**src/rtl/swc_pkg.sv**
```systemverilog
// swc_pkg: shared types, pointer field positions and helpers for the
// egress scheduler slice.
package swc_pkg;

    typedef enum logic [1:0] {
        IDLE  = 2'd0,
        GRANT = 2'd1,
        BEAT  = 2'd2
    } sched_state_e;

    // Queue pointer layout (16 bits per port)
    localparam int PTR_W     = 16;
    localparam int LAST_BIT  = 15;
    localparam int FIRST_BIT = 14;
    localparam int ADDR_MSB  = 9;
    localparam int CELL_W    = ADDR_MSB + 1;

    // Cell geometry
    localparam int          BEATS_PER_CELL = 4;
    localparam logic [1:0]  LAST_BEAT      = 2'(BEATS_PER_CELL - 1);

    // One-hot grant to port index; non one-hot codes map to port 0
    function automatic logic [1:0] oh_to_idx(input logic [3:0] oh);
        logic [1:0] idx;
        case (oh)
            4'b0001: idx = 2'd0;
            4'b0010: idx = 2'd1;
            4'b0100: idx = 2'd2;
            4'b1000: idx = 2'd3;
            default: idx = 2'd0;
        endcase
        return idx;
    endfunction

    // WRR credit load value: a zero weight still earns one grant per window
    function automatic logic [3:0] wrr_load(input logic [3:0] weight);
        return (weight == 4'd0) ? 4'd1 : weight;
    endfunction

endpackage

```
**src/rtl/swc_egress_sched_if.sv**
```systemverilog
// swc_egress_sched_if: bundle of the scheduler's queue, SRAM, output FIFO,
// multicast-count and free-queue signals. master = scheduler side.
interface swc_egress_sched_if;

    logic [3:0]  ptr_rdy;
    logic [63:0] ptr_dout;
    logic [3:0]  ptr_ack;
    logic [3:0]  o_cell_bp;
    logic [15:0] cfg_weight;
    logic        sram_rd_en;
    logic [11:0] sram_rd_addr;
    logic [3:0]  o_cell_fifo_wr;
    logic        o_cell_first;
    logic        o_cell_last;
    logic [9:0]  mc_addr;
    logic [3:0]  mc_rd_data;
    logic        mc_wr_en;
    logic [3:0]  mc_wr_data;
    logic        fq_wr;
    logic [9:0]  fq_din;
    logic        sched_err;

    modport master (
        input  ptr_rdy, ptr_dout, o_cell_bp, cfg_weight, mc_rd_data,
        output ptr_ack, sram_rd_en, sram_rd_addr, o_cell_fifo_wr,
               o_cell_first, o_cell_last, mc_addr, mc_wr_en, mc_wr_data,
               fq_wr, fq_din, sched_err
    );

    modport slave (
        output ptr_rdy, ptr_dout, o_cell_bp, cfg_weight, mc_rd_data,
        input  ptr_ack, sram_rd_en, sram_rd_addr, o_cell_fifo_wr,
               o_cell_first, o_cell_last, mc_addr, mc_wr_en, mc_wr_data,
               fq_wr, fq_din, sched_err
    );

endinterface

```
**src/rtl/swc_rr_arb.sv**
```systemverilog
// swc_rr_arb: 4-way rotating-priority picker. The grant is combinational
// from req and the registered pointer; the pointer moves to winner+1 when
// adv is asserted.
module swc_rr_arb (
    input  logic       clk,
    input  logic       rst,
    input  logic [3:0] req,
    input  logic       adv,
    output logic [3:0] grant
);

    logic [1:0] ptr_r;
    logic [1:0] idx_s;
    logic [1:0] win_idx_s;
    logic       found_s;

    // Pick the first requester at or after the pointer, wrapping around
    always_comb begin
        grant     = 4'b0000;
        idx_s     = 2'd0;
        win_idx_s = 2'd0;
        found_s   = 1'b0;
        for (int i = 0; i < 4; i++) begin
            idx_s = ptr_r + 2'(i);
            if (!found_s && req[idx_s]) begin
                grant[idx_s] = 1'b1;
                win_idx_s    = idx_s;
                found_s      = 1'b1;
            end else begin
                found_s = found_s;
            end
        end
    end

    // Advance the priority pointer past the winner on an accepted grant
    always_ff @(posedge clk) begin
        if (rst) begin
            ptr_r <= 2'd0;
        end else if (adv && found_s) begin
            ptr_r <= win_idx_s + 2'd1;
        end
    end

endmodule

```
**src/rtl/swc_egress_sched.sv**
```systemverilog
// swc_egress_sched: egress scheduler for the shared cell SRAM.
// Arbitrates the output queues, acks the winning pointer, reads the 4-beat
// cell, steers read data to the output FIFO, and handles multicast count
// write-back and pointer release.
// Optional weighted round robin: define SWC_SCHED_WRR_EN.
module swc_egress_sched
    import swc_pkg::*;
#(
    parameter int NPORT  = 4,
    parameter int RD_LAT = 1,
    parameter int MC_LAT = 1
) (
    input  logic                clk,
    input  logic                rst,
    swc_egress_sched_if.master  bus
);

    localparam logic [1:0] MC_BEAT = 2'(MC_LAT);

    sched_state_e       state_r;
    logic [1:0]         beat_r;
    logic [CELL_W-1:0]  cell_r;
    logic               first_r;
    logic               last_r;
    logic [NPORT-1:0]   port_oh_r;

    logic [NPORT-1:0]   ptr_ack_r;
    logic               sram_rd_en_r;
    logic [11:0]        sram_rd_addr_r;
    logic [CELL_W-1:0]  mc_addr_r;
    logic               mc_wr_en_r;
    logic [3:0]         mc_wr_data_r;
    logic               fq_wr_r;
    logic [CELL_W-1:0]  fq_din_r;
    logic               sched_err_r;

    logic [NPORT-1:0]   base_elig_s;
    logic [NPORT-1:0]   elig_s;
    logic [NPORT-1:0]   grant_s;
    logic               any_elig_s;
    logic               arb_adv_s;
    logic [1:0]         win_idx_s;
    logic [PTR_W-1:0]   win_ptr_s;
    logic               unused_ptr_s;

    assign base_elig_s  = bus.ptr_rdy & ~bus.o_cell_bp;
    assign any_elig_s   = |elig_s;
    assign arb_adv_s    = (state_r == GRANT) && any_elig_s;
    assign win_idx_s    = oh_to_idx(grant_s);
    assign win_ptr_s    = bus.ptr_dout[{win_idx_s, 4'b0000} +: PTR_W];
    assign unused_ptr_s = ^win_ptr_s[FIRST_BIT-1:CELL_W];

`ifdef SWC_SCHED_WRR_EN
    logic [NPORT-1:0][3:0] credit_r;
    logic [NPORT-1:0][3:0] credit_eff_s;
    logic [NPORT-1:0]      has_credit_s;

    // Effective credits: reload from weights when only credit blocks arbitration
    always_comb begin
        credit_eff_s = credit_r;
        has_credit_s = '0;
        elig_s       = '0;
        for (int p = 0; p < NPORT; p++) begin
            has_credit_s[p] = (credit_r[p] != 4'd0);
        end
        if (((base_elig_s & has_credit_s) == '0) && (base_elig_s != '0)) begin
            for (int p = 0; p < NPORT; p++) begin
                credit_eff_s[p] = wrr_load(bus.cfg_weight[4*p +: 4]);
            end
        end else begin
            credit_eff_s = credit_r;
        end
        for (int p = 0; p < NPORT; p++) begin
            elig_s[p] = base_elig_s[p] & (credit_eff_s[p] != 4'd0);
        end
    end

    // Commit (possibly reloaded) credits and charge the granted port
    always_ff @(posedge clk) begin
        if (rst) begin
            for (int p = 0; p < NPORT; p++) begin
                credit_r[p] <= wrr_load(bus.cfg_weight[4*p +: 4]);
            end
        end else if (arb_adv_s) begin
            for (int p = 0; p < NPORT; p++) begin
                credit_r[p] <= credit_eff_s[p] - {3'd0, grant_s[p]};
            end
        end
    end
`else
    logic unused_cfg_s;

    assign elig_s       = base_elig_s;
    assign unused_cfg_s = ^bus.cfg_weight;
`endif

    swc_rr_arb u_arb (
        .clk   (clk),
        .rst   (rst),
        .req   (elig_s),
        .adv   (arb_adv_s),
        .grant (grant_s)
    );

    // Scheduler FSM: grant, beat sequencing, count write-back and release
    always_ff @(posedge clk) begin
        if (rst) begin
            state_r        <= IDLE;
            beat_r         <= 2'd0;
            cell_r         <= '0;
            first_r        <= 1'b0;
            last_r         <= 1'b0;
            port_oh_r      <= '0;
            ptr_ack_r      <= '0;
            sram_rd_en_r   <= 1'b0;
            sram_rd_addr_r <= 12'd0;
            mc_addr_r      <= '0;
            mc_wr_en_r     <= 1'b0;
            mc_wr_data_r   <= 4'd0;
            fq_wr_r        <= 1'b0;
            fq_din_r       <= '0;
            sched_err_r    <= 1'b0;
        end else begin
            ptr_ack_r  <= '0;
            mc_wr_en_r <= 1'b0;
            fq_wr_r    <= 1'b0;
            case (state_r)
                IDLE: begin
                    if (any_elig_s) begin
                        state_r <= GRANT;
                    end
                end
                GRANT: begin
                    if (any_elig_s) begin
                        state_r        <= BEAT;
                        beat_r         <= 2'd0;
                        cell_r         <= win_ptr_s[ADDR_MSB:0];
                        first_r        <= win_ptr_s[FIRST_BIT];
                        last_r         <= win_ptr_s[LAST_BIT];
                        port_oh_r      <= grant_s;
                        ptr_ack_r      <= grant_s;
                        sram_rd_en_r   <= 1'b1;
                        sram_rd_addr_r <= {win_ptr_s[ADDR_MSB:0], 2'd0};
                        mc_addr_r      <= win_ptr_s[ADDR_MSB:0];
                    end else begin
                        state_r <= IDLE;
                    end
                end
                BEAT: begin
                    // Count arrives MC_LAT beats after the address; write back next cycle
                    if (beat_r == MC_BEAT) begin
                        mc_wr_en_r <= 1'b1;
                        if (bus.mc_rd_data == 4'd0) begin
                            mc_wr_data_r <= 4'd0;
                            sched_err_r  <= 1'b1;
                        end else begin
                            mc_wr_data_r <= bus.mc_rd_data - 4'd1;
                            if (bus.mc_rd_data == 4'd1) begin
                                fq_wr_r  <= 1'b1;
                                fq_din_r <= cell_r;
                            end
                        end
                    end
                    if (beat_r == LAST_BEAT) begin
                        sram_rd_en_r <= 1'b0;
                        beat_r       <= 2'd0;
                        state_r      <= any_elig_s ? GRANT : IDLE;
                    end else begin
                        beat_r         <= beat_r + 2'd1;
                        sram_rd_addr_r <= {cell_r, beat_r + 2'd1};
                    end
                end
                default: begin
                    state_r <= IDLE;
                end
            endcase
        end
    end

    // Per-cycle write qualifiers: {port one-hot, first, last}
    logic [NPORT+1:0] qual_s;
    logic [NPORT+1:0] dly_out_s;

    assign qual_s = sram_rd_en_r ?
                    {port_oh_r, first_r && (beat_r == 2'd0), last_r && (beat_r == LAST_BEAT)} :
                    '0;

    generate
        if (RD_LAT == 0) begin : g_no_dly
            assign dly_out_s = qual_s;
        end else begin : g_dly
            logic [NPORT+1:0] dly_r [RD_LAT];

            // Delay qualifiers by the SRAM read latency; reset flushes them
            always_ff @(posedge clk) begin
                if (rst) begin
                    for (int i = 0; i < RD_LAT; i++) begin
                        dly_r[i] <= '0;
                    end
                end else begin
                    dly_r[0] <= qual_s;
                    for (int i = 1; i < RD_LAT; i++) begin
                        dly_r[i] <= dly_r[i-1];
                    end
                end
            end

            assign dly_out_s = dly_r[RD_LAT-1];
        end
    endgenerate

    assign bus.ptr_ack        = ptr_ack_r;
    assign bus.sram_rd_en     = sram_rd_en_r;
    assign bus.sram_rd_addr   = sram_rd_addr_r;
    assign bus.o_cell_fifo_wr = dly_out_s[NPORT+1:2];
    assign bus.o_cell_first   = dly_out_s[1];
    assign bus.o_cell_last    = dly_out_s[0];
    assign bus.mc_addr        = mc_addr_r;
    assign bus.mc_wr_en       = mc_wr_en_r;
    assign bus.mc_wr_data     = mc_wr_data_r;
    assign bus.fq_wr          = fq_wr_r;
    assign bus.fq_din         = fq_din_r;
    assign bus.sched_err      = sched_err_r;

endmodule

```
**src/flat_wrapper.sv**
```systemverilog
// flat-port wrapper written by rule: the top's interface ports become plain ports
module swc_egress_sched_flat import swc_pkg::*;
#(
    parameter int NPORT  = 4,
    parameter int RD_LAT = 1,
    parameter int MC_LAT = 1
)
  (clk, rst, bus_ptr_rdy, bus_ptr_dout, bus_o_cell_bp, bus_cfg_weight, bus_mc_rd_data, bus_ptr_ack, bus_sram_rd_en, bus_sram_rd_addr, bus_o_cell_fifo_wr, bus_o_cell_first, bus_o_cell_last, bus_mc_addr, bus_mc_wr_en, bus_mc_wr_data, bus_fq_wr, bus_fq_din, bus_sched_err);
  swc_egress_sched_if bus_i ();
  input  logic clk;
  input  logic rst;
  input wire logic [$bits(bus_i.ptr_rdy)-1:0] bus_ptr_rdy;
  input wire logic [$bits(bus_i.ptr_dout)-1:0] bus_ptr_dout;
  input wire logic [$bits(bus_i.o_cell_bp)-1:0] bus_o_cell_bp;
  input wire logic [$bits(bus_i.cfg_weight)-1:0] bus_cfg_weight;
  input wire logic [$bits(bus_i.mc_rd_data)-1:0] bus_mc_rd_data;
  output wire logic [$bits(bus_i.ptr_ack)-1:0] bus_ptr_ack;
  output wire logic [$bits(bus_i.sram_rd_en)-1:0] bus_sram_rd_en;
  output wire logic [$bits(bus_i.sram_rd_addr)-1:0] bus_sram_rd_addr;
  output wire logic [$bits(bus_i.o_cell_fifo_wr)-1:0] bus_o_cell_fifo_wr;
  output wire logic [$bits(bus_i.o_cell_first)-1:0] bus_o_cell_first;
  output wire logic [$bits(bus_i.o_cell_last)-1:0] bus_o_cell_last;
  output wire logic [$bits(bus_i.mc_addr)-1:0] bus_mc_addr;
  output wire logic [$bits(bus_i.mc_wr_en)-1:0] bus_mc_wr_en;
  output wire logic [$bits(bus_i.mc_wr_data)-1:0] bus_mc_wr_data;
  output wire logic [$bits(bus_i.fq_wr)-1:0] bus_fq_wr;
  output wire logic [$bits(bus_i.fq_din)-1:0] bus_fq_din;
  output wire logic [$bits(bus_i.sched_err)-1:0] bus_sched_err;
  assign bus_i.ptr_rdy = bus_ptr_rdy;
  assign bus_i.ptr_dout = bus_ptr_dout;
  assign bus_i.o_cell_bp = bus_o_cell_bp;
  assign bus_i.cfg_weight = bus_cfg_weight;
  assign bus_i.mc_rd_data = bus_mc_rd_data;
  assign bus_ptr_ack = bus_i.ptr_ack;
  assign bus_sram_rd_en = bus_i.sram_rd_en;
  assign bus_sram_rd_addr = bus_i.sram_rd_addr;
  assign bus_o_cell_fifo_wr = bus_i.o_cell_fifo_wr;
  assign bus_o_cell_first = bus_i.o_cell_first;
  assign bus_o_cell_last = bus_i.o_cell_last;
  assign bus_mc_addr = bus_i.mc_addr;
  assign bus_mc_wr_en = bus_i.mc_wr_en;
  assign bus_mc_wr_data = bus_i.mc_wr_data;
  assign bus_fq_wr = bus_i.fq_wr;
  assign bus_fq_din = bus_i.fq_din;
  assign bus_sched_err = bus_i.sched_err;
  swc_egress_sched #(.NPORT(NPORT), .RD_LAT(RD_LAT), .MC_LAT(MC_LAT)) u_core (.clk(clk), .rst(rst), .bus(bus_i));
endmodule
```
**config.mk**
```make
export PLATFORM = sky130hd
export DESIGN_NAME = swc_egress_sched_flat
export DESIGN_NICKNAME = d
export VERILOG_FILES = /design/src/rtl/swc_pkg.sv /design/src/rtl/swc_egress_sched_if.sv /design/src/rtl/swc_rr_arb.sv /design/src/rtl/swc_egress_sched.sv /design/src/flat_wrapper.sv
export SDC_FILE = /design/constraint.sdc
export NUM_CORES = 1
export LEC_CHECK = 0
export ABC_AREA = 1
export CORE_MARGIN = 3
export CORE_UTILIZATION = 47
export CTS_CLUSTER_SIZE = 12
export DETAILED_ROUTE_END_ITERATION = 8
export PLACE_DENSITY_LB_ADDON = 0.12
export SLEW_MARGIN = 40
export SYNTH_ARGS = -nofsm -noshare
export SYNTH_HDL_FRONTEND = slang
export SYNTH_SLANG_ARGS = --single-unit
```
**constraint.sdc**
```tcl
create_clock -name clk -period 7.1 [get_ports clk]
set_input_delay 1.42 -clock clk [delete_from_list [all_inputs] [get_ports clk]]
set_output_delay 1.42 -clock clk [all_outputs]
set_load 0.01 [all_outputs]
```
# [Word-level counts from Yosys, hierarchy flattened]
# Memories as Yosys holds them, arrays and structs flattened.
# Cells that the tools add are included.
[classes] addsub=6 mul=0 div=0 order_cmp=8 eq_ne=12 shifts=1 muxes=52 n_bitwise=10 n_reduce_logical=31
[ops] op="64-bit by 7-bit indexed part select with 16-bit output" n=1
[ops] op="12-bit two-way mux" n=2
[ops] op="12-bit one-hot mux with 2 select lines" n=1
[ops] op="1-bit two-way mux" n=21
[ops] op="4-bit two-way mux" n=5
[ops] op="2-bit two-way mux" n=9
[ops] op="2-bit by 3-bit less-than comparator with 1-bit output, second input constant" n=4
[ops] op="6-bit two-way mux" n=2
[ops] op="4-bit OR" n=3
[ops] op="2-bit one-hot mux with 3 select lines" n=2
[ops] op="1-bit logical AND" n=11
[ops] op="3-bit AND reduction" n=3
[ops] op="1-bit binary-select mux with 2-bit select" n=4
[ops] op="1-bit demux with 2-bit select" n=4
[ops] op="2-bit by 1-bit >= comparator with 1-bit output, second input constant" n=4
[ops] op="2-bit AND reduction" n=4
[ops] op="4-bit OR reduction" n=2
[ops] op="2-bit by 1-bit adder with 2-bit output, second input constant" n=3
[ops] op="2-bit by 1-bit != test with 1-bit output, second input constant" n=3
[ops] op="6-bit OR reduction" n=1
[ops] op="1-bit NOT" n=5
[ops] op="2-bit adder, second input constant" n=2
[ops] op="4-bit bitwise AND" n=1
[ops] op="2-bit by 1-bit == test with 1-bit output, second input constant" n=2
[ops] op="other kinds (17)" n=21
[word_totals] register_bits=56 latch_bits=0 ramBits=6 rom_bits=0 output_inout_bits=50 elab_cells=136 mem_count=1
[memory_table] memory="u_core.g_dly.dly_r" depth=1 word_bits=6 read_ports=1 rd_clocked_by_memory_dff=0 write_ports=1 line="swc_egress_sched.sv:192" source="logic [NPORT+1:0] dly_r [RD_LAT];"

# [Longest topological paths before layout]
[depth] word_depth=19 depth_mapped=19 depth_no_buf=17

# [Hierarchy]
# A second synthesis with hierarchy kept.
[hier_totals] cells_unflattened=533 area_unflattened_um2=3682.3
[by_module_without_submodules] module="swc_egress_sched" n_inst=1 cells_per_inst=442 area_per_inst_um2=3076.7 seq_area_each_um2=1201.2
[by_module_without_submodules] module="swc_rr_arb" n_inst=1 cells_per_inst=91 area_per_inst_um2=605.6 seq_area_each_um2=40.0

# [Worst setup path after synthesis]
# No wires, ideal clock.
[synth_timing] path_kind="input to register" start="input bus_o_cell_bp[3]" end="register u_core.last_r" setup_time_ns=0.109 t_arrival_ns=2.936 t_required_ns=6.991 setup_slack_ns=4.055 stages=16 path_buffers=2 cell_sequence="inv_1 -> nand3_1 -> nand3_2 -> nand2_2 -> buf_6 -> nand3_1 -> nand2_1 -> nor2_2 -> nand2_2 -> nor2_4 -> nand3_4 -> buf_6 -> o211ai_1 -> nand3_1 -> nand2_1 -> inv_1"
[synth_via] elab_chain_len=17
[synth_rtl] element="from (decl)" line="flat_wrapper.sv:14" source="input wire logic [$bits(bus_i.o_cell_bp)-1:0] bus_o_cell_bp;"
[synth_rtl] element="4-bit NOT *" line="swc_egress_sched.sv:46" source="assign base_elig_s = bus.ptr_rdy & ~bus.o_cell_bp;"
[synth_rtl] element="4-bit bitwise AND *" line="swc_egress_sched.sv:46"
[synth_rtl] element="1-bit binary-select mux with 2-bit select" line="swc_rr_arb.sv:25" source="if (!found_s && req[idx_s]) begin"
[synth_rtl] element="1-bit two-way mux (implied by the code)" line="swc_rr_arb.sv:25"
[synth_rtl] element="1-bit two-way mux" line="swc_rr_arb.sv:25"
[synth_rtl] element="1-bit zero test" line="swc_rr_arb.sv:25"
[synth_rtl] element="1-bit logical AND" line="swc_rr_arb.sv:25"
[synth_rtl] element="1-bit two-way mux" line="swc_rr_arb.sv:25"
[synth_rtl] element="1-bit zero test" line="swc_rr_arb.sv:25"
[synth_rtl] element="1-bit logical AND" line="swc_rr_arb.sv:25"
[synth_rtl] element="1-bit two-way mux" line="swc_rr_arb.sv:25"
[synth_rtl] element="1-bit zero test" line="swc_rr_arb.sv:25"
[synth_rtl] element="1-bit logical AND" line="swc_rr_arb.sv:25"
[synth_rtl] element="4-bit two-way mux" line="swc_rr_arb.sv:25"
[synth_rtl] element="4-bit == test, or another cell as far along" line="swc_pkg.sv:25" source="case (oh)"
[synth_rtl] element="2-bit one-hot mux with 3 select lines" line="swc_pkg.sv:25"
[synth_rtl] element="64-bit by 7-bit indexed part select with 16-bit output" line="swc_egress_sched.sv:50" source="assign win_ptr_s = bus.ptr_dout[{win_idx_s, 4'b0000} +: PTR_W];"
[synth_rtl] element="to (signal assigned)" line="swc_egress_sched.sv:139" source="last_r <= win_ptr_s[LAST_BIT];"
[synth_rtl] element="to (decl)" line="swc_egress_sched.sv:24" source="logic last_r;"
# Mark *: on every way between the ends. The rest lies on a longest branch, timed or not. The select of a mux whose other input is x is not followed.
# A chain may end at the register's enable or synchronous reset.

# [Worst setup path in the final report]
[layout_timing] start="input bus_o_cell_bp[3]" end="register u_core.sram_rd_addr_r[2], in the netlist u_core.bus.sram_rd_addr[2]"
[layout_via] elab_chain_len=19
[layout_rtl] element="4-bit NOT *" line="swc_egress_sched.sv:46"
[layout_rtl] element="4-bit bitwise AND *" line="swc_egress_sched.sv:46"
[layout_rtl] element="1-bit binary-select mux with 2-bit select" line="swc_rr_arb.sv:25"
[layout_rtl] element="1-bit two-way mux (implied by the code)" line="swc_rr_arb.sv:25"
[layout_rtl] element="1-bit two-way mux" line="swc_rr_arb.sv:25"
[layout_rtl] element="1-bit zero test" line="swc_rr_arb.sv:25"
[layout_rtl] element="1-bit logical AND" line="swc_rr_arb.sv:25"
[layout_rtl] element="1-bit two-way mux" line="swc_rr_arb.sv:25"
[layout_rtl] element="[... 3 more ...]"
[layout_rtl] element="1-bit zero test" line="swc_rr_arb.sv:25"
[layout_rtl] element="1-bit logical AND" line="swc_rr_arb.sv:25"
[layout_rtl] element="4-bit two-way mux" line="swc_rr_arb.sv:25"
[layout_rtl] element="4-bit == test, or another cell as far along" line="swc_pkg.sv:25"
[layout_rtl] element="2-bit one-hot mux with 3 select lines" line="swc_pkg.sv:25"
[layout_rtl] element="64-bit by 7-bit indexed part select with 16-bit output" line="swc_egress_sched.sv:50"
[layout_rtl] element="12-bit two-way mux" line="swc_egress_sched.sv:134" source="if (any_elig_s) begin"
[layout_rtl] element="12-bit one-hot mux with 2 select lines" line="swc_egress_sched.sv:127" source="case (state_r)"
[layout_rtl] element="to (signal assigned)" line="swc_egress_sched.sv:143" source="sram_rd_addr_r <= {win_ptr_s[ADDR_MSB:0], 2'd0};"
[layout_rtl] element="to (signal assigned)" line="swc_egress_sched.sv:170" source="sram_rd_addr_r <= {cell_r, beat_r + 2'd1};"
[layout_rtl] element="to (decl)" line="swc_egress_sched.sv:29" source="logic [11:0] sram_rd_addr_r;"
# Marked as above.

==> impl_metrics.yaml <==
global_routing:
  grt_overflow: 0
  antenna_found_initial: 0
  track_usage: 0.226
  grt_pass1_vias: 3379
  grt_max_degree: 38
  grt_pass1_wl_mm: 16.0
floorplan:
  start_util: 0.491
  dieArea_sq_um: 8740
  die_y_um: 93.5
  row_count: 31
  pin_count: 144
  die_width_um: 93.5
  core_sq_um: 7330
timing:
  timing.final.crit_share: 0.588
  hold_viol_final: 0
  drv_slew: 0
  setup-violations-final: 0
  tns_ns: 0
  worst_pin_slew_ns: 0.726
  fmax_mhz: 240
  timing.final.ws_setup_ns: 2.93
  holdWs_ns: 0.429
  period_minus_slack_ns: 4.17
  slew_headroom: 0.515
  skew_ns: 0.00938
  rsz0062_at_grt: "no"
logic_synthesis:
  yosysUniqueCellTypes: 37
  async_flop_share: 0
  syn_inst: 540
  netlist_area_sq_um: 3600
  synth_nets: 648
  synth-seq-area-share: 0.345
  synth_top_area_frac: 0.345
  synth_edf_count: 0
  synth.most_common_cell: "nand2_1"
  synth_common_cells: "105 x nand2_1, 90 x inv_1, 74 x nand3_1, 62 x dfxtp_1, 50 x nor2_1"
  synth.ff_latch_count: 62
  syn_avg_cell_area_sq_um: 6.66
  synth.area.top_cells: "dfxtp_1 35%, nand2_1 11%, nand3_1 10%, inv_1 9.4%, a21oi_1 5.4%"
  synth_top_area_cell: "dfxtp_1"
  yosys_warnings: 0
  synth_top_flop_cell: "dfxtp_1"
worst_setup_path:
  reg2reg_depth: 17
  worstSetupPathType: "in2reg"
  r2r_end: "u_core.bus.sram_rd_addr[2]$_SDFFE_PP0P_"
  endpoint: "u_core.bus.sram_rd_addr[2]$_SDFFE_PP0P_"
  crit_start: "bus_o_cell_bp[3]"
  critPathLaunchType: "input pin"
  path_max_fanout: 28
  rr_startpoint: "u_core.u_arb.ptr_r[0]$_SDFFE_PP0P_"
  arrival_ns: 4.43
  crit_path_end_kind: "flop"
  crit_required_ns: 7.36
  r2r_slack_ns: 3.43
status:
  status: "completed"
route:
  wl_per_cell_um: 13.4
  viasPerCell: 5.08
  finalWirelength_mm: 9.98
  drc: 0
  vias: 3783
  drt_iter0_markers: 216
  drt_first_pass_iters: 5
  ant_nets: 0
placement:
  place_ws_ns: 2.66
  gp_congestion: 0.792
  place_hpwl_mm: 7.34
  dpl_cell_area_sq_um: 4730
  io_buffers: 111
clock_tree:
  cts.sinks: 62
  clockRootBuffer: "clkbuf_8"
  cts_tree: "built"
  hold_buffers: 0
  clk_pin_slew_worst_paths_ns: 0.07
  cts_resized: 0
  cts_max_path_buffers: 2
  clk_latency_ns: 0.33
  cts.htree.levels: 3
  post_cts_buffers: 0
  cts_buffers: 9
layout:
  antennaDiodeCount: 0
  drive_gt1_frac: 0.0698
  nets: 748
  area_growth_pct: 36.8
  final_cell_area_sq_um: 4920
pwr:
  leakage_nw: 2.27
  irDropWorstVdd_mv: 0.206
  power_density_nw_per_um2: 431
min_path:
  holdCritPathClass: "reg2reg"
  holdPathStages: 2
run:
  maxCapViolations: 0
-- placed cells by master (no fill, tap or decap), types with 2 or more instances in the layout --
master	synthesis	final
clkdlybuf4s50_1	0	111
o211ai_1	12	12
o31ai_1	2	2
clkinv_2	0	2
a21oi_1	39	39
buf_4	1	2
inv_2	5	5
nand2_1	105	105
o21ai_0	6	6
nand3_1	74	74
clkbuf_8	0	12
nand3_2	5	5
nand2_2	3	3
dfxtp_1	62	62
nor2_1	50	49
ha_1	14	14
o21ai_1	3	3
nand4_1	21	21
a31o_2	4	4
nor3_1	2	2
nor2_2	3	3
inv_1	90	89
nor2_4	1	2
clkinv_1	3	4
-- worst max-delay path, stage by stage --
cell             delay, ns
clkdlybuf4s50_1       0.45
inv_1                 0.04
nand3_1               0.13
nand3_2               0.10
nand2_2               0.23
nand3_2               0.18
inv_1                 0.11
nand2_1               0.08
nand2_1               0.07
nor2_1                0.06
nand2_1               0.54
nand3_4               0.40
nand2_1               0.14
nand3_1               0.15
nand3_1               0.14
nand2_1               0.07
a21oi_1               0.12
-- stage by stage --
| step | cells | total power [mW] | utilization |
|---|---|---|---|
| global placement | 728 | 1.79 | 0.644 |
| finish | 744 | 2.12 | 0.671 |
| detailed placement | 728 | 1.82 | 0.646 |
| floorplan | 540 | 1.50 | - |
| global route | 744 | 2.31 | 0.671 |
| CTS | 744 | 2.11 | 0.671 |
-- cells by family after synthesis --
kind of cell,Yosys count,synth area share
and+or+nand+nor,268,0.344
xor gates and xnor gates,1,0.00244
AOI/OAI and AO/OA,72,0.120
buffers and inverters,123,0.139
DFF,62,0.345
adders and majority gates,14,0.0487
-- worst min-delay path by stage --
stage / startpoint / endpoint / slack [ns]
finish: u_core.port_oh_r[3]$_SDFFE_PP0P_ / u_core.g_dly.dly_r[0][5]$_SDFF_PP0_ / 0.43
global route: u_core.port_oh_r[3]$_SDFFE_PP0P_ / u_core.g_dly.dly_r[0][5]$_SDFF_PP0_ / 0.45
CTS: u_core.port_oh_r[3]$_SDFFE_PP0P_ / u_core.g_dly.dly_r[0][5]$_SDFF_PP0_ / 0.43
detailed placement: u_core.port_oh_r[3]$_SDFFE_PP0P_ / u_core.g_dly.dly_r[0][5]$_SDFF_PP0_ / 0.42
global placement: u_core.port_oh_r[1]$_SDFFE_PP0P_ / u_core.g_dly.dly_r[0][3]$_SDFF_PP0_ / 0.42
floorplan: u_core.port_oh_r[0]$_SDFFE_PP0P_ / u_core.g_dly.dly_r[0][2]$_SDFF_PP0_ / 0.41
-- sequential cells by signal, summed over array words and instances (netlist names), 2 cells and up --
register	cells
u_core.port_oh_r	4
u_core.bus.ptr_ack	4
u_core.bus.sram_rd_addr	12
u_core.state_r	2
u_core.g_dly.dly_r	6
u_core.bus.mc_wr_data	4
u_core.beat_r	2
u_core.bus.fq_din	10
u_core.bus.mc_addr	10
u_core.u_arb.ptr_r	2
-- power breakdown --
| group | internal (mW) | total, mW | switching (mW) | leakage, nW |
|---|---|---|---|---|
| Clock | 0.154 | 0.284 | 0.130 | 0.0954 |
| Combinational | 0.466 | 1.33 | 0.862 | 1.67 |
| Sequential | 0.428 | 0.507 | 0.0798 | 0.504 |
-- routing by layer --
layer | vias to the layer above | part of all wire | track usage
met5 | - | 0 | 0
met4 | 0 | 0.0090 | 0.0684
met3 | 8 | 0.089 | 0.0571
met2 | 137 | 0.43 | 0.342
met1 | 1693 | 0.47 | 0.317
li1 | 1945 | - | -
-- layout make-up --
class,count,area [sq um]
clock buffer,13,169
timing repair buffer,113,1130
fill,626,2410
inverter,99,374
multi-input combinational,355,1870
tap,99,124
clock inverter,3,17.5
sequential,62,1240
No activity file was read; power rests on OpenSTA's default activity.
